## config.mk

```make
export PLATFORM = sky130hd
export DESIGN_NAME = char_buffer_sequencer_flat
export DESIGN_NICKNAME = d
export VERILOG_FILES = /design/src/rtl/char_buffer_sequencer_if.sv /design/src/rtl/char_buffer_sequencer.sv /design/src/flat_wrapper.sv
export SDC_FILE = /design/constraint.sdc
export NUM_CORES = 1
export LEC_CHECK = 0
export CAP_MARGIN = 20
export CELL_PAD_IN_SITES_DETAIL_PLACEMENT = 1
export CELL_PAD_IN_SITES_GLOBAL_PLACEMENT = 2
export CORE_MARGIN = 5
export CORE_UTILIZATION = 25
export DETAILED_ROUTE_END_ITERATION = 12
export PLACE_DENSITY_LB_ADDON = 0.08
export SETUP_SLACK_MARGIN = 0.15
export SYNTH_ARGS = -nofsm -noshare
export SYNTH_HDL_FRONTEND = slang
export SYNTH_SLANG_ARGS = --single-unit
```

## constraint.sdc

```tcl
create_clock -name clk -period 2.05 [get_ports clk]
set_clock_uncertainty 0.2 [all_clocks]
set_input_delay 0.41 -clock clk [delete_from_list [all_inputs] [get_ports clk]]
set_output_delay 0.41 -clock clk [all_outputs]
set_load 0.03 [all_outputs]
```

## src/rtl/char_buffer_sequencer_if.sv

```systemverilog
// Bundle for the character buffer sequencer: host write port, op request
// handshake, shared character memory port and status flags.
interface char_buffer_sequencer_if;
  // Op handshake: a request is taken on a cycle with op_valid && op_ready;
  // op_code/op_start_addr matter only then, and a request seen while
  // op_ready is low is dropped, not held.
  logic [7:0] hw_char;
  logic [9:0] hw_addr;
  logic       hw_wen;
  logic       op_valid;
  logic [1:0] op_code;
  logic [9:0] op_start_addr;
  logic       op_ready;
  logic [9:0] mem_addr;
  logic [7:0] mem_wdata;
  logic       mem_wen;
  logic       mem_ren;
  logic [7:0] mem_rdata;
  logic       busy;
  logic       op_done;
  logic       hw_overflow;

  modport slave (
    input  hw_char, hw_addr, hw_wen, op_valid, op_code, op_start_addr, mem_rdata,
    output op_ready, mem_addr, mem_wdata, mem_wen, mem_ren, busy, op_done, hw_overflow
  );

  modport master (
    output hw_char, hw_addr, hw_wen, op_valid, op_code, op_start_addr, mem_rdata,
    input  op_ready, mem_addr, mem_wdata, mem_wen, mem_ren, busy, op_done, hw_overflow
  );
endinterface

```

## src/rtl/char_buffer_sequencer.sv

```systemverilog
// Shares a 64x16 character memory between single host writes and an erase/scroll engine.
// Macro CHAR_BUFFER_SCROLL_EN builds the scroll engine (SCRL_RD/SCRL_WR).
module char_buffer_sequencer (
  input  logic                          clk,
  input  logic                          clr_n,
  input  logic                          px_clk,
  char_buffer_sequencer_if.slave        bus,
  output logic [1:0]                    dbg_state
);

`ifdef CHAR_BUFFER_SCROLL_EN
  typedef enum logic [1:0] {IDLE = 2'd0, FILL = 2'd1, SCRL_RD = 2'd2, SCRL_WR = 2'd3} state_t;
  localparam logic [9:0] SCRL_LAST = 10'd959;
`else
  typedef enum logic [1:0] {IDLE = 2'd0, FILL = 2'd1} state_t;
`endif

  localparam logic [9:0] LAST_ADDR = 10'd1023;
  localparam logic [9:0] ROW_STEP  = 10'd64;
  localparam logic [7:0] BLANK     = 8'h20;

  state_t     state;
  logic       busy;
  logic       op_done;
  logic       hw_overflow;
  logic [9:0] cnt;
  logic [9:0] last;
  logic       hold_full;
  logic [7:0] hold_char;
  logic [9:0] hold_addr;
`ifdef CHAR_BUFFER_SCROLL_EN
  logic [7:0] rd_data;
  logic       rd_pend;
`else
  logic       nop;
  logic       unused_rdata;
  assign unused_rdata = ^bus.mem_rdata;
`endif

  logic slot;
  logic host_issue;
  logic eng_req;
  logic eng_grant;

  // The held host write owns any slot it wants; the engine only gets free slots.
  always_comb begin
    slot       = ~px_clk;
    host_issue = slot & hold_full;
    eng_req    = 1'b0;
    case (state)
`ifdef CHAR_BUFFER_SCROLL_EN
      FILL:    eng_req = 1'b1;
      SCRL_RD: eng_req = 1'b1;
      SCRL_WR: eng_req = ~rd_pend;
`else
      FILL:    eng_req = ~nop;
`endif
      default: eng_req = 1'b0;
    endcase
    eng_grant = slot & ~hold_full & eng_req;

    bus.mem_wen   = 1'b0;
    bus.mem_ren   = 1'b0;
    bus.mem_addr  = cnt;
    bus.mem_wdata = BLANK;
    if (host_issue) begin
      bus.mem_wen   = 1'b1;
      bus.mem_addr  = hold_addr;
      bus.mem_wdata = hold_char;
    end else if (eng_grant) begin
`ifdef CHAR_BUFFER_SCROLL_EN
      if (state == SCRL_RD) begin
        bus.mem_ren  = 1'b1;
        bus.mem_addr = cnt + ROW_STEP;
      end else begin
        bus.mem_wen = 1'b1;
        if (state == SCRL_WR) bus.mem_wdata = rd_data;
      end
`else
      bus.mem_wen = 1'b1;
`endif
    end
  end

  assign bus.op_ready    = ~busy;
  assign bus.busy        = busy;
  assign bus.op_done     = op_done;
  assign bus.hw_overflow = hw_overflow;
  assign dbg_state       = state;

  always_ff @(posedge clk or negedge clr_n) begin
    if (!clr_n) begin
      state       <= IDLE;
      busy        <= 1'b0;
      op_done     <= 1'b0;
      hw_overflow <= 1'b0;
      cnt         <= '0;
      last        <= '0;
      hold_full   <= 1'b0;
      hold_char   <= '0;
      hold_addr   <= '0;
`ifdef CHAR_BUFFER_SCROLL_EN
      rd_data     <= '0;
      rd_pend     <= 1'b0;
`else
      nop         <= 1'b0;
`endif
    end else begin
      op_done <= 1'b0;

      // A newer write replaces one that has not gone out yet.
      if (bus.hw_wen) begin
        hold_full <= 1'b1;
        hold_char <= bus.hw_char;
        hold_addr <= bus.hw_addr;
        if (hold_full && !host_issue) hw_overflow <= 1'b1;
      end else if (host_issue) begin
        hold_full <= 1'b0;
      end

      case (state)
        IDLE: begin
          if (bus.op_valid) begin
            busy <= 1'b1;
            case (bus.op_code)
              2'd0: begin
                cnt   <= bus.op_start_addr;
                last  <= {bus.op_start_addr[9:6], 6'h3f};
                state <= FILL;
              end
              2'd1: begin
                cnt   <= bus.op_start_addr;
                last  <= LAST_ADDR;
                state <= FILL;
              end
              2'd2: begin
`ifdef CHAR_BUFFER_SCROLL_EN
                cnt   <= '0;
                last  <= SCRL_LAST;
                state <= SCRL_RD;
`else
                nop   <= 1'b1;
                state <= FILL;
`endif
              end
              default: begin
                cnt   <= '0;
                last  <= LAST_ADDR;
                state <= FILL;
              end
            endcase
          end
        end
        FILL: begin
`ifndef CHAR_BUFFER_SCROLL_EN
          // Scroll request without the scroll engine: one idle busy cycle.
          if (nop) begin
            nop     <= 1'b0;
            state   <= IDLE;
            busy    <= 1'b0;
            op_done <= 1'b1;
          end else
`endif
          if (eng_grant) begin
            if (cnt == last) begin
              state   <= IDLE;
              busy    <= 1'b0;
              op_done <= 1'b1;
            end else begin
              cnt <= cnt + 10'd1;
            end
          end
        end
`ifdef CHAR_BUFFER_SCROLL_EN
        SCRL_RD: begin
          if (eng_grant) begin
            rd_pend <= 1'b1;
            state   <= SCRL_WR;
          end
        end
        SCRL_WR: begin
          // Read data is valid the cycle after the read slot.
          if (rd_pend) begin
            rd_data <= bus.mem_rdata;
            rd_pend <= 1'b0;
          end else if (eng_grant) begin
            cnt <= cnt + 10'd1;
            if (cnt == last) begin
              last  <= LAST_ADDR;
              state <= FILL;
            end else begin
              state <= SCRL_RD;
            end
          end
        end
`endif
        default: state <= IDLE;
      endcase
    end
  end

endmodule

```

## src/flat_wrapper.sv

```systemverilog
// flat-port wrapper written by rule: the top's interface ports become plain ports
module char_buffer_sequencer_flat 
  (clk, clr_n, px_clk, dbg_state, bus_hw_char, bus_hw_addr, bus_hw_wen, bus_op_valid, bus_op_code, bus_op_start_addr, bus_mem_rdata, bus_op_ready, bus_mem_addr, bus_mem_wdata, bus_mem_wen, bus_mem_ren, bus_busy, bus_op_done, bus_hw_overflow);
  char_buffer_sequencer_if bus_i ();
  input  logic clk;
  input  logic clr_n;
  input  logic px_clk;
  output logic [1:0] dbg_state;
  input wire logic [$bits(bus_i.hw_char)-1:0] bus_hw_char;
  input wire logic [$bits(bus_i.hw_addr)-1:0] bus_hw_addr;
  input wire logic [$bits(bus_i.hw_wen)-1:0] bus_hw_wen;
  input wire logic [$bits(bus_i.op_valid)-1:0] bus_op_valid;
  input wire logic [$bits(bus_i.op_code)-1:0] bus_op_code;
  input wire logic [$bits(bus_i.op_start_addr)-1:0] bus_op_start_addr;
  input wire logic [$bits(bus_i.mem_rdata)-1:0] bus_mem_rdata;
  output wire logic [$bits(bus_i.op_ready)-1:0] bus_op_ready;
  output wire logic [$bits(bus_i.mem_addr)-1:0] bus_mem_addr;
  output wire logic [$bits(bus_i.mem_wdata)-1:0] bus_mem_wdata;
  output wire logic [$bits(bus_i.mem_wen)-1:0] bus_mem_wen;
  output wire logic [$bits(bus_i.mem_ren)-1:0] bus_mem_ren;
  output wire logic [$bits(bus_i.busy)-1:0] bus_busy;
  output wire logic [$bits(bus_i.op_done)-1:0] bus_op_done;
  output wire logic [$bits(bus_i.hw_overflow)-1:0] bus_hw_overflow;
  assign bus_i.hw_char = bus_hw_char;
  assign bus_i.hw_addr = bus_hw_addr;
  assign bus_i.hw_wen = bus_hw_wen;
  assign bus_i.op_valid = bus_op_valid;
  assign bus_i.op_code = bus_op_code;
  assign bus_i.op_start_addr = bus_op_start_addr;
  assign bus_i.mem_rdata = bus_mem_rdata;
  assign bus_op_ready = bus_i.op_ready;
  assign bus_mem_addr = bus_i.mem_addr;
  assign bus_mem_wdata = bus_i.mem_wdata;
  assign bus_mem_wen = bus_i.mem_wen;
  assign bus_mem_ren = bus_i.mem_ren;
  assign bus_busy = bus_i.busy;
  assign bus_op_done = bus_i.op_done;
  assign bus_hw_overflow = bus_i.hw_overflow;
  char_buffer_sequencer u_core (.clk(clk), .clr_n(clr_n), .px_clk(px_clk), .bus(bus_i), .dbg_state(dbg_state));
endmodule
```

After elaboration in Yosys (flattened, before gate mapping)
Cells that the tools add are included.
{"block": "op_classes", "add_sub_neg": 1, "n_mul": 0, "n_div": 0, "magnitude_cmp": 0, "n_eq_ne": 12, "n_shift": 0, "mux": 31, "bitwise_logic": 8, "reduce_logical": 13}
{"operator": "$pmux 10 s2", "count": 3}
{"operator": "$mux 10", "count": 5}
{"operator": "$mux 1", "count": 15}
{"operator": "$add 10x1->10 const B", "count": 1}
{"operator": "$eq 10x10->1", "count": 1}
{"operator": "$ne 2x2->1 const B", "count": 5}
{"operator": "$reduce_and 3->1", "count": 3}
{"operator": "$mux 2", "count": 4}
{"operator": "$mux 8", "count": 1}
{"operator": "$ne 3x1->1 const B", "count": 2}
{"operator": "$reduce_and 6->1", "count": 1}
{"operator": "$not 1->1", "count": 5}
{"operator": "$eq 2x1->1 const B", "count": 2}
{"operator": "$logic_not 2->1", "count": 2}
{"operator": "$pmux 1 s2", "count": 2}
{"operator": "$pmux 2 s2", "count": 1}
{"operator": "$reduce_and 4->1", "count": 1}
{"operator": "$reduce_bool 2->1", "count": 2}
{"operator": "$and 1x1->1", "count": 3}
{"operator": "$eq 2x2->1 const B", "count": 1}
{"operator": "$ne 2x1->1 const B", "count": 1}
{"operator": "$reduce_and 2->1", "count": 1}
{"operator": "$reduce_or 2->1", "count": 1}
{"operator": "$logic_and 1x1->1", "count": 1}
{"operator": "$logic_not 1->1", "count": 1}
{"block": "totals", "register_bits": 45, "latch_bits": 0, "mem_bits_rw": 0, "romBits": 0, "inputBits": 43, "output_inout_bits": 26, "n_memories": 0}

Depth between registers and ports, before layout
Gate-level depths: netlist of the first run.
{"block": "depth", "word_depth": 6, "mapped_depth": 6}

Least setup slack after synthesis of the first run
No wires, ideal clock.
{"block": "synth_path", "path_kind": "flip-flop to output port", "start": "reg u_core.bus.busy (netlist name)", "end": "out bus_mem_wen", "t_arrival_ns": 1.538, "slack_ns": -0.098, "path_stages_with_launch": 5, "path_buffers": 2, "path_cell_list": "dfrtp_1 > buf_4 > or4b_1 > buf_2 > nand2b_1"}
{"item": "to (decl)", "line": "flat_wrapper.sv:19", "rtl": "output wire logic [$bits(bus_i.mem_wen)-1:0] bus_mem_wen;"}

Worst setup path in the final report of the first run
{"block": "layout_path", "start": "reg u_core.hold_full", "end": "out bus_mem_wen"}
{"block": "layout_via", "elab_chain_cells": 5, "elab_cells_between_ends": 6}
{"item": "from (decl)", "line": "char_buffer_sequencer.sv:28", "rtl": "logic hold_full;"}
{"item": "from (signal assigned)", "line": "char_buffer_sequencer.sv:99", "rtl": "hold_full <= 1'b0;"}
{"item": "from (signal assigned)", "line": "char_buffer_sequencer.sv:113", "rtl": "hold_full <= 1'b1;"}
{"item": "from (signal assigned)", "line": "char_buffer_sequencer.sv:118", "rtl": "hold_full <= 1'b0;"}
{"item": "$not 1->1", "line": "char_buffer_sequencer.sv:60", "rtl": "eng_grant = slot & ~hold_full & eng_req;"}
{"item": "$and 1x1->1 (2 in a row)", "line": "char_buffer_sequencer.sv:60"}
{"item": "$mux 1", "line": "char_buffer_sequencer.sv:70", "rtl": "end else if (eng_grant) begin"}
{"item": "$mux 1 *", "line": "char_buffer_sequencer.sv:66", "rtl": "if (host_issue) begin"}
Every way passes the cells marked *; elsewhere a longest branch is shown, timed or not.

==> reports/qor.txt, run 1 <==
Tmin final: 2190 ps
met2 Use GR: 0.230
I/O Pins: 69
yosys warns: 0
drt wl/cell: 18.0 um
crit path cell chain: buf_6 > or4b_4 > buf_6 > nand2b_4 > buf_6
setup slack at placement: -744 ps
DR iter-0 viols: 44
global-route wire length before repair: 12,000 um
die width: 103 um
Reg clk slew, reported paths: 80 ps
CP endpoint kind: output port
failing checks: setup timing
CTS buffer count: 5
Die Y: 103 um
starting density of the core: 0.253
largest family of logic cells by synthesized area: simple AND/OR/NAND/NOR gates
crit-path max cell delay: 470 ps
RSZ-0062 raised after global routing: yes
PortBufs: 58
sequential element share of the synthesized area: 0.440
critical path startpoint category: register
max-cap check violation count: 0
TritonRoute pass-1 iters: 4
Rows: 34
adder-cell share of the synthesized area: 0.00579
Post-synth ARST share: 1.00
met3 usage: 0.0365
Arr. time, crit path: 1580 ps
Final Util: 0.410
clock latency on the worst-skew pair: 290 ps
Global Route Usage Sum: 0.148
post-DP HPWL: 5750 um
Worst Hold Launch: u_core.last[9]
largest net degree at the start of global routing: 25
# clock sinks: 38
vias in the first global route: 2,172
drt drc: 0
Post-Synthesis Cells: 215
CTS tree: yes
proportion of layout cells with a drive suffix above 1: 0.451
commonest non-fill, non-tap cell in the layout: buf_4
worst min-delay path class: reg2reg
leak pwr: 1.45 nW
Final period util: 1.07
remaining global-route overflow: 0
RR Startpoint: u_core.hold_full
#FFs+latches synth: 38
Power Dens Cells: 919 nW/um^2
final net count: 360
Crit. Startpoint: u_core.hold_full
met1 Track Usage GR: 0.210
Post-Synth XOR/XNOR Area: 0.0162
CP max FO: 2
WP buf/inv: 3
final setup violation count: 11
FMAX: 456 MHz
htree depth: 2
GP Congestion: 0.838
commonest cells after routing, fill and taps aside: buf_4, clkdlybuf4s50_1, dfrtp_1, mux2_2, buf_6
Routed WL: 7670 um
simple-gate share of the synthesized area: 0.200
Final WS setup: -144 ps
diodes inserted: 0
Compound-Gate Fraction of Synth Area: 0.146
core area: 8550 um^2
CP delay by family, top: simple AND/OR/NAND/NOR gates
Peak VDD IR: 0.367 mV
mean post-synth cell area: 10.0 um^2
status: finished, violations left
Final ANT Viol Nets: 0
max-slew violations: 0
CP Data Required Time: 1440 ps
number of synthesized flops with an enable pin: 0
antenna violations before repair: 0
Synth cell types: 46
Area growth syn-to-layout: 62.2%
Vias: 2,081
critical path class: reg2out
mux cell area share after synthesis: 0.145
Via-to-Cell Ratio: 4.90
crit path max-delay cell type: or4b_4
full die area: 10,600 um^2
final hold viol count: 0
grt peak-use layer: met2
CP most frequent cell: buf_6
Netlist Area Pre-Place: 2160 um^2
clock tree buffer depth: 2
root buf cell: clkbuf_8
top_reg_cell synth: dfrtp_1
Yosys cell counts (2+ instances only):
cell / count / area (um^2)
mux2_2: 26 / 293
nand3_1: 12 / 60.1
a2111oi_0: 3 / 26.3
clkbuf_1: 11 / 41.3
buf_2: 2 / 10.0
a21o_1: 2 / 15.0
o21ai_0: 7 / 35.0
and4_1: 3 / 26.3
nand4_1: 6 / 37.5
nor2_1: 8 / 30.0
and3_1: 4 / 25.0
xnor2_1: 4 / 35.0
dfrtp_1: 38 / 951
a211oi_1: 4 / 30.0
a21oi_1: 6 / 30.0
nand2_1: 13 / 48.8
nor4_1: 4 / 25.0
o211ai_1: 2 / 15.0
a211o_1: 2 / 17.5
buf_4: 4 / 30.0
nor3_1: 6 / 30.0
a22o_1: 2 / 17.5
mux2i_1: 2 / 20.0
and2_1: 10 / 62.6
o22ai_1: 3 / 18.8
nor2b_1: 3 / 18.8
nand2b_1: 5 / 31.3
or3_1: 2 / 12.5
inv_1: 4 / 15.0
logic make-up after synthesis:
| group | count (synthesis) |
|---|---|
| multiplexers | 28 |
| adder cells (fa/ha/maj) | 1 |
| buffers and inverters | 21 |
| flip-flops | 38 |
| AO/OA/AOI/OAI | 44 |
| XOR/XNOR | 4 |
| AND/OR/NAND/NOR | 78 |
| other | 1 |
metal layers:
layer	part of all wire	up-vias
met4	0.012	0
met2	0.47	59
li1	-	987
met1	0.47	1027
met3	0.052	8
met5	0	-
worst register-to-register path: cells and delay by family, from the launching register on:
kind / cells / cell delay, ps
AOI/OAI and AO/OA: 1 / 230
buffers and inverters: 3 / 450
DFF: 1 / 390
and+or+nand+nor: 3 / 840
registers in the layout, summed over array words and instances (netlist names):
| name | flops |
|---|---|
| u_core.nop | 1 |
| u_core.bus.hw_overflow | 1 |
| u_core.bus.op_done | 1 |
| u_core.bus.busy | 1 |
| u_core.hold_full | 1 |
| u_core.cnt | 10 |
| u_core.hold_char | 8 |
| u_core.last | 5 |
| u_core.hold_addr | 10 |
metrics by stage:
| stage | TNS [ps] | total power (W) | hold slack, ps | cell area (um^2) | instances |
|---|---|---|---|---|---|
| 2_1_floorplan | 0 | 0.00180 | -85.6 | 2170 | 216 |
| 5_1_grt | -1920 | 0.00342 | 322 | 3500 | 425 |
| 3_3_place_gp | -12150 | 0.00244 | 175 | 3130 | 408 |
| 3_5_place_dp | -12390 | 0.00244 | 168 | 3130 | 408 |
| 6_report | -998 | 0.00322 | 303 | 3500 | 425 |
| 4_1_cts | -1260 | 0.00316 | 302 | 3360 | 422 |
timing repair:
item	4_1_cts	5_1_grt
endpoints found under the setup margin	35	34
gates resized for setup	83	33
buffers inserted	5	3
hold buffers	1	0
hold endpoints to repair	14	0
pin swaps	2	6
final cells by class:
type	count	area, um^2
clock buffers	6	72.6
fillers	967	5050
well taps	108	135
inverters	4	18.8
clock inverters	2	37.5
multi-input cells	157	1290
flip-flops and latches	38	961
repair buffers	110	983
power breakdown:
group	total (W)	internal (W)	switching [W]
clock	0.000651	0.000364	0.000287
combinational	0.00147	0.000670	0.000799
sequential	0.00110	0.000912	0.000186
total	0.00322	0.00195	0.00127
final timing paths:
check	endpoint	slack [ps]	cells past startpoint
max	bus_mem_wen	-140	5
min	u_core.last[9]	300	2
max reg2reg	u_core.cnt[9]	-120	7
min reg2reg	u_core.last[9]	300	2
max in group asynchronous	u_core.cnt[4]	800	3
min in group asynchronous	u_core.last[7]	370	2
(Power assumes the default switching activity.)
==> run 2, diff against run 1 <==
--- a/config.mk
+++ b/config.mk
@@ -9,7 +9,8 @@
 export CELL_PAD_IN_SITES_DETAIL_PLACEMENT = 1
 export CELL_PAD_IN_SITES_GLOBAL_PLACEMENT = 2
 export CORE_MARGIN = 5
-export CORE_UTILIZATION = 25
+export CORE_UTILIZATION = 26
+export CTS_BUF_LIST = sky130_fd_sc_hd__clkbuf_2 sky130_fd_sc_hd__clkbuf_4 sky130_fd_sc_hd__clkbuf_8
 export DETAILED_ROUTE_END_ITERATION = 12
 export PLACE_DENSITY_LB_ADDON = 0.08
 export SETUP_SLACK_MARGIN = 0.15
==> run 2 against run 1 <==
The flow still finishes with violations (setup timing). Clock power fell by 1%. Setup slack got worse by 34 ps. Non-clock buffer count rose by 20. First-iteration DRC count rose by 77%. Via count rose by 3.5%. Worst hold slack got worse by 7.2 ps. Combinational power rose by 26%. Core utilization rose by 7.1 points. Sequential power barely moved. Wire length rose by 5.2%. Critical endpoint unchanged. Largest cell class unchanged. Largest power group unchanged.
==> reports/qor.txt, run 2 (synthesis gave the netlist of run 1 again) <==
CTS buffer count: 5 (unchanged)
GP Congestion: 0.755 (-9.9%)
Die Y: 101 um (-1.8%)
CP most frequent cell: buf_6
RR Startpoint: u_core.hold_full
I/O Pins: 69 (unchanged)
max-slew violations: 0 (unchanged)
Crit. Startpoint: u_core.hold_full
Largest regs: u_core.cnt: 10 flops, u_core.hold_addr: 10 flops, u_core.hold_char: 8 flops
critical path class: reg2out
die width: 101 um (-1.8%)
crit-path max cell delay: 480 ps (about the same)
# clock sinks: 38 (unchanged)
CTS tree: yes
FMAX: 449 MHz (-1.5%)
Arr. time, crit path: 1620 ps (+40 ps)
Area growth syn-to-layout: 81.1%
status: finished, violations left
Rows: 33 (-2.9%)
Vias: 2,154 (+3.5%)
clock tree buffer depth: 2 (unchanged)
failing checks: setup timing
diodes inserted: 0 (unchanged)
core area: 8130 um^2 (-4.9%)
antenna violations before repair: 0 (unchanged)
drt wl/cell: 18.2 um (+1.1%)
critical path startpoint category: register
vias in the first global route: 2,406 (+11%)
post-DP HPWL: 5700 um (-0.87%)
CP Data Required Time: 1440 ps (about the same)
crit path cell chain: buf_6 > or4b_4 > buf_6 > nand2b_4 > buf_6
drt drc: 0 (unchanged)
leak pwr: 1.68 nW (+16%)
DR iter-0 viols: 78 (+77%)
Global Route Usage Sum: 0.158 (+0.00953)
post-route insts no fill: 442 (+4.0%)
setup slack at placement: -710 ps (+34.2 ps)
commonest cells after routing, fill and taps aside: buf_4, dfrtp_1, clkdlybuf4s50_1, buf_6, mux2_2
Final WS setup: -178 ps (-34.2 ps)
max-cap check violation count: 0 (unchanged)
Peak VDD IR: 0.343 mV (-6.6%)
Via-to-Cell Ratio: 4.87 (-0.47%)
starting density of the core: 0.265 (+0.0129)
final hold viol count: 0 (unchanged)
Tmin final: 2230 ps (+34.2 ps)
TritonRoute pass-1 iters: 4 (unchanged)
largest net degree at the start of global routing: 39 (+56%)
Pwr Total: 0.00356 W (+11%)
CP endpoint kind: output port
root buf cell: clkbuf_8
commonest non-fill, non-tap cell in the layout: buf_4
htree depth: 2 (unchanged)
full die area: 10,200 um^2 (-3.5%)
final net count: 380 (+5.6%)
Worst Hold Launch: u_core.bus.hw_overflow
proportion of layout cells with a drive suffix above 1: 0.519 (+0.0682)
crit path max-delay cell type: or4b_4
CP max FO: 2 (unchanged)
RSZ-0062 raised after global routing: yes
Final period util: 1.09 (+0.0167)
Reg clk slew, reported paths: 80 ps (about the same)
Routed WL: 8060 um (+5.2%)
clock latency on the worst-skew pair: 300 ps (about the same)
PortBufs: 58 (unchanged)
global-route wire length before repair: 12,500 um (+4.3%)
remaining global-route overflow: 0 (unchanged)
Final ANT Viol Nets: 0 (unchanged)
worst min-delay path class: reg2reg
Layout fillers: 876 (-9.4%)
Power Dens Cells: 910 nW/um^2 (-0.92%)
final setup violation count: 21 (+10)
Post-Place Cells: 415 (+1.7%)
[run 2: cell count changes in the layout (fill, tap and decap cells not counted), moves of 3 or more]
cell	before	now
and2_1	10	3
and2_4	0	7
buf_2	9	1
buf_4	45	54
buf_6	15	29
buf_8	0	3
dfrtp_1	30	35
dfrtp_2	8	3
mux2_2	26	18
mux2_4	0	8
o22ai_1	3	0
[run 2: stage by stage]
step | setup TNS [ps] | hold WS, ps | utilization | cell area (um^2)
floorplan | 0 | -85.6 | - | 2170
global placement | -13540 | 202 | 0.393 | 3200
detailed placement | -13390 | 197 | 0.393 | 3200
CTS | -1210 | 304 | 0.451 | 3660
global route | -2410 | 325 | 0.481 | 3910
finish | -1310 | 296 | 0.481 | 3910
[run 2: metal layers]
metal | GRT usage | routed length (um)
met5 | 0 | 0
met4 | 0.0429 | 123
met3 | 0.0351 | 329
met2 | 0.271 | 3980
met1 | 0.200 | 3630
[run 2: final timing paths]
path | to | slack, ps | depth (start not counted)
max | bus_mem_wen | -180 | 5
min | u_core.bus.hw_overflow | 300 | 1
max reg2reg | u_core.cnt[9] | -100 | 7
min reg2reg | u_core.bus.hw_overflow | 300 | 1
max in group asynchronous | u_core.cnt[4] | 1010 | 3
min in group asynchronous | u_core.last[6] | 410 | 3
[run 2: area by class of cell]
cell class                 count  area [um^2]  share of cell area
timing repair buffer         130         1270               0.324
clock inverter                 3         40.0              0.0102
inverter                       4         18.8             0.00480
tap                          105          131              0.0336
multi-input combinational    157         1430               0.366
clock buffer                   5         68.8              0.0176
sequential                    38          955               0.244
[run 2: critical path: cells and delay by family (launching register included)]
family	cells	cell delay [ps]
DFF	1	410
and+or+nand+nor	2	530
buffers and inverters	3	370
[run 2: report_power, final]
| part | total, W | leakage [nW] | internal [W] | switching (W) |
|---|---|---|---|---|
| sequential | 0.00107 | 0.445 | 0.000907 | 0.000166 |
| clock | 0.000642 | 0.0579 | 0.000358 | 0.000283 |
| combinational | 0.00185 | 1.18 | 0.000940 | 0.000906 |
| total | 0.00356 | 1.68 | 0.00221 | 0.00136 |
[run 2: what timing repair did]
item	CTS	global route
hold endpoints to repair	38	0
setup buffers	4	12
setup endpoints to repair	36	32
gates cloned	1	1
pin swaps	23	8
gates resized for setup	148	24
hold buffers	1	0
==> run 3, diff against run 2 <==
--- a/config.mk
+++ b/config.mk
@@ -8,6 +8,7 @@
 export CAP_MARGIN = 20
 export CELL_PAD_IN_SITES_DETAIL_PLACEMENT = 1
 export CELL_PAD_IN_SITES_GLOBAL_PLACEMENT = 2
+export CORE_ASPECT_RATIO = 0.8
 export CORE_MARGIN = 5
 export CORE_UTILIZATION = 26
 export CTS_BUF_LIST = sky130_fd_sc_hd__clkbuf_2 sky130_fd_sc_hd__clkbuf_4 sky130_fd_sc_hd__clkbuf_8
==> run 3 against run 2 <==
The run still ends with setup timing left. Final cell count shrank 1.1%. Via count grew 0.37%. Wire length grew 0.68%. Core utilization shrank 2.4 points. Critical path type unchanged. Count of clock-buffer cells in the layout grew 1. Sequential power is essentially flat. Setup slack gained 26 ps. Critical path depth is the same. Non-clock buffer count shrank 8.
==> reports/qor.txt, run 3 (synthesis gave the netlist of run 1 again) <==
Crit. Startpoint: u_core.hold_full
max-slew violations: 0 (unchanged)
worst min-delay path class: reg2reg
Reg clk slew, reported paths: 80 ps (about the same)
Switch Pwr: 0.00133 W (-2.0%)
diodes inserted: 0 (unchanged)
root buf cell: clkbuf_8
Tmin final: 2200 ps (-26.2 ps)
CP endpoint kind: output port
Peak VDD IR: 0.341 mV (-0.39%)
Combinational Power Share: 0.461 (-0.057)
Global Route Usage Sum: 0.158 (-0.000348)
vias in the first global route: 2,340 (-2.7%)
CP Data Required Time: 1440 ps (about the same)
final hold viol count: 0 (unchanged)
I/O Pins: 69 (unchanged)
RR Endpoint: u_core.cnt[9]
leak pwr: 1.57 nW (-6.8%)
Final Util: 0.457 (-0.0238)
share of power burned in registers: 0.306 (+0.005)
crit path cell chain: buf_6 > or4b_4 > buf_6 > nand2b_4 > buf_6
GP Congestion: 0.810 (+7.3%)
Area growth syn-to-layout: 69.7%
proportion of layout cells with a drive suffix above 1: 0.471 (-0.0482)
final setup violation count: 18 (-14%)
Vias: 2,162 (+0.37%)
crit-path max cell delay: 480 ps (about the same)
clock latency on the worst-skew pair: 300 ps (about the same)
status: finished, violations left
critical path class: reg2out
Final WS setup: -152 ps (+26.2 ps)
final net count: 372 (-2.1%)
commonest cells after routing, fill and taps aside: buf_4, dfrtp_1, clkdlybuf4s50_1, mux2_2, buf_6
CP most frequent cell: buf_6
commonest non-fill, non-tap cell in the layout: buf_4
Clock Power Share: 0.234 (+0.054)
clock tree buffer depth: 2 (unchanged)
post-DP HPWL: 5800 um (+1.9%)
RR Startpoint: u_core.hold_full
Arr. time, crit path: 1590 ps (-30 ps)
Largest regs: u_core.cnt: 10 flops, u_core.hold_addr: 10 flops, u_core.hold_char: 8 flops
full die area: 10,200 um^2 (+0.12%)
RSZ-0062 raised after global routing: yes
max-cap check violation count: 0 (unchanged)
antenna violations before repair: 0 (unchanged)
htree depth: 2 (unchanged)
R2R cell count: 7 (unchanged)
WP depth: 5 (unchanged)
FMAX: 454 MHz (+1.2%)
Power Dens Cells: 957 nW/um^2 (+5.1%)
# clock sinks: 38 (unchanged)
internal power: 0.00218 W (-1.2%)
drt drc: 0 (unchanged)
switching part of the total power: 0.379 (-0.00200)
CTS tree: yes
Pwr Total: 0.00351 W (-1.5%)
CTS buffer count: 5 (unchanged)
r2r setup slk: -80 ps (+20 ps)
TritonRoute pass-1 iters: 4 (unchanged)
DR iter-0 viols: 104 (+33%)
Rows: 29 (-12%)
PortBufs: 58 (unchanged)
Final ANT Viol Nets: 0 (unchanged)
die width: 112 um (+11%)
CP delay by family, top: simple AND/OR/NAND/NOR gates
Routed WL: 8120 um (+0.68%)
largest net degree at the start of global routing: 39 (unchanged)
crit path max-delay cell type: or4b_4
critical path startpoint category: register
Via-to-Cell Ratio: 4.95 (+1.5%)
starting density of the core: 0.269 (+0.00381)
Die Y: 91.5 um (-9.5%)
crit path to: bus_mem_wen
remaining global-route overflow: 0 (unchanged)
drt wl/cell: 18.6 um (+1.8%)
Final period util: 1.07 (-0.0128)
WP buf/inv: 3 (unchanged)
failing checks: setup timing
global-route wire length before repair: 12,700 um (+1.9%)
core area: 8020 um^2 (-1.4%)
CP max FO: 2 (unchanged)
[run 3: worst reg2reg max path, delay by kind of cell (launching register included)]
family / cells / cell delay (ps)
simple gates: 3 / 840
buf+inv: 3 / 410
compound gates: 1 / 230
flops: 1 / 390
[run 3: worst min-delay path by stage]
| stage | start | to | depth (start not counted) |
|---|---|---|---|
| after floorplan | clr_n | u_core.bus.busy | 0 |
| after global placement | clr_n | u_core.hold_char[7] | 2 |
| after detailed placement | clr_n | u_core.hold_addr[5] | 2 |
| after CTS | u_core.bus.hw_overflow | u_core.bus.hw_overflow | 1 |
| after global routing | u_core.bus.hw_overflow | u_core.bus.hw_overflow | 1 |
| final | u_core.bus.hw_overflow | u_core.bus.hw_overflow | 1 |
[run 3: layer usage]
layer | up-vias | global-route usage | wire length (um)
li1 | 1018 | - | -
met1 | 1089 | 0.219 | 3920
met2 | 50 | 0.251 | 3850
met3 | 5 | 0.0339 | 303
met4 | 0 | 0.0365 | 48
met5 | - | 0 | 0
[run 3: stage by stage]
step / instance area, um^2 / setup slack [ps] / setup TNS [ps] / instances / hold WS, ps
detailed placement: 3190 / -727 / -13960 / 416 / 206
CTS: 3570 / -161 / -1350 / 431 / 301
global route: 3660 / -214 / -2530 / 437 / 321
global placement: 3190 / -723 / -13920 / 416 / 197
floorplan: 2170 / 30.3 / 0 / 216 / -85.6
finish: 3660 / -152 / -896 / 437 / 293
[run 3: final cells by class]
type / count / area [um^2]
fill: 873 / 4350
multi-input combinational: 157 / 1320
timing repair buffer: 122 / 1090
sequential: 38 / 956
tap: 108 / 135
clock buffer: 6 / 82.6
clock inverter: 2 / 60.1
inverter: 4 / 15.0
[run 3: what timing repair did]
item,in CTS,in global routing
hold buffers,1,0
gates resized for setup,106,13
buffers inserted,6,6
pin swaps,13,8
hold endpoints to repair,38,0
setup endpoints to repair,36,32
[run 3: power by group through the flow]
stage               clock, W  combinational [W]  sequential, W
floorplan                  0           0.000757        0.00104
finish              0.000819            0.00162        0.00107
detailed placement         0            0.00138        0.00107
CTS                 0.000848            0.00151        0.00107
global route        0.000874            0.00173        0.00109
global placement           0            0.00137        0.00107
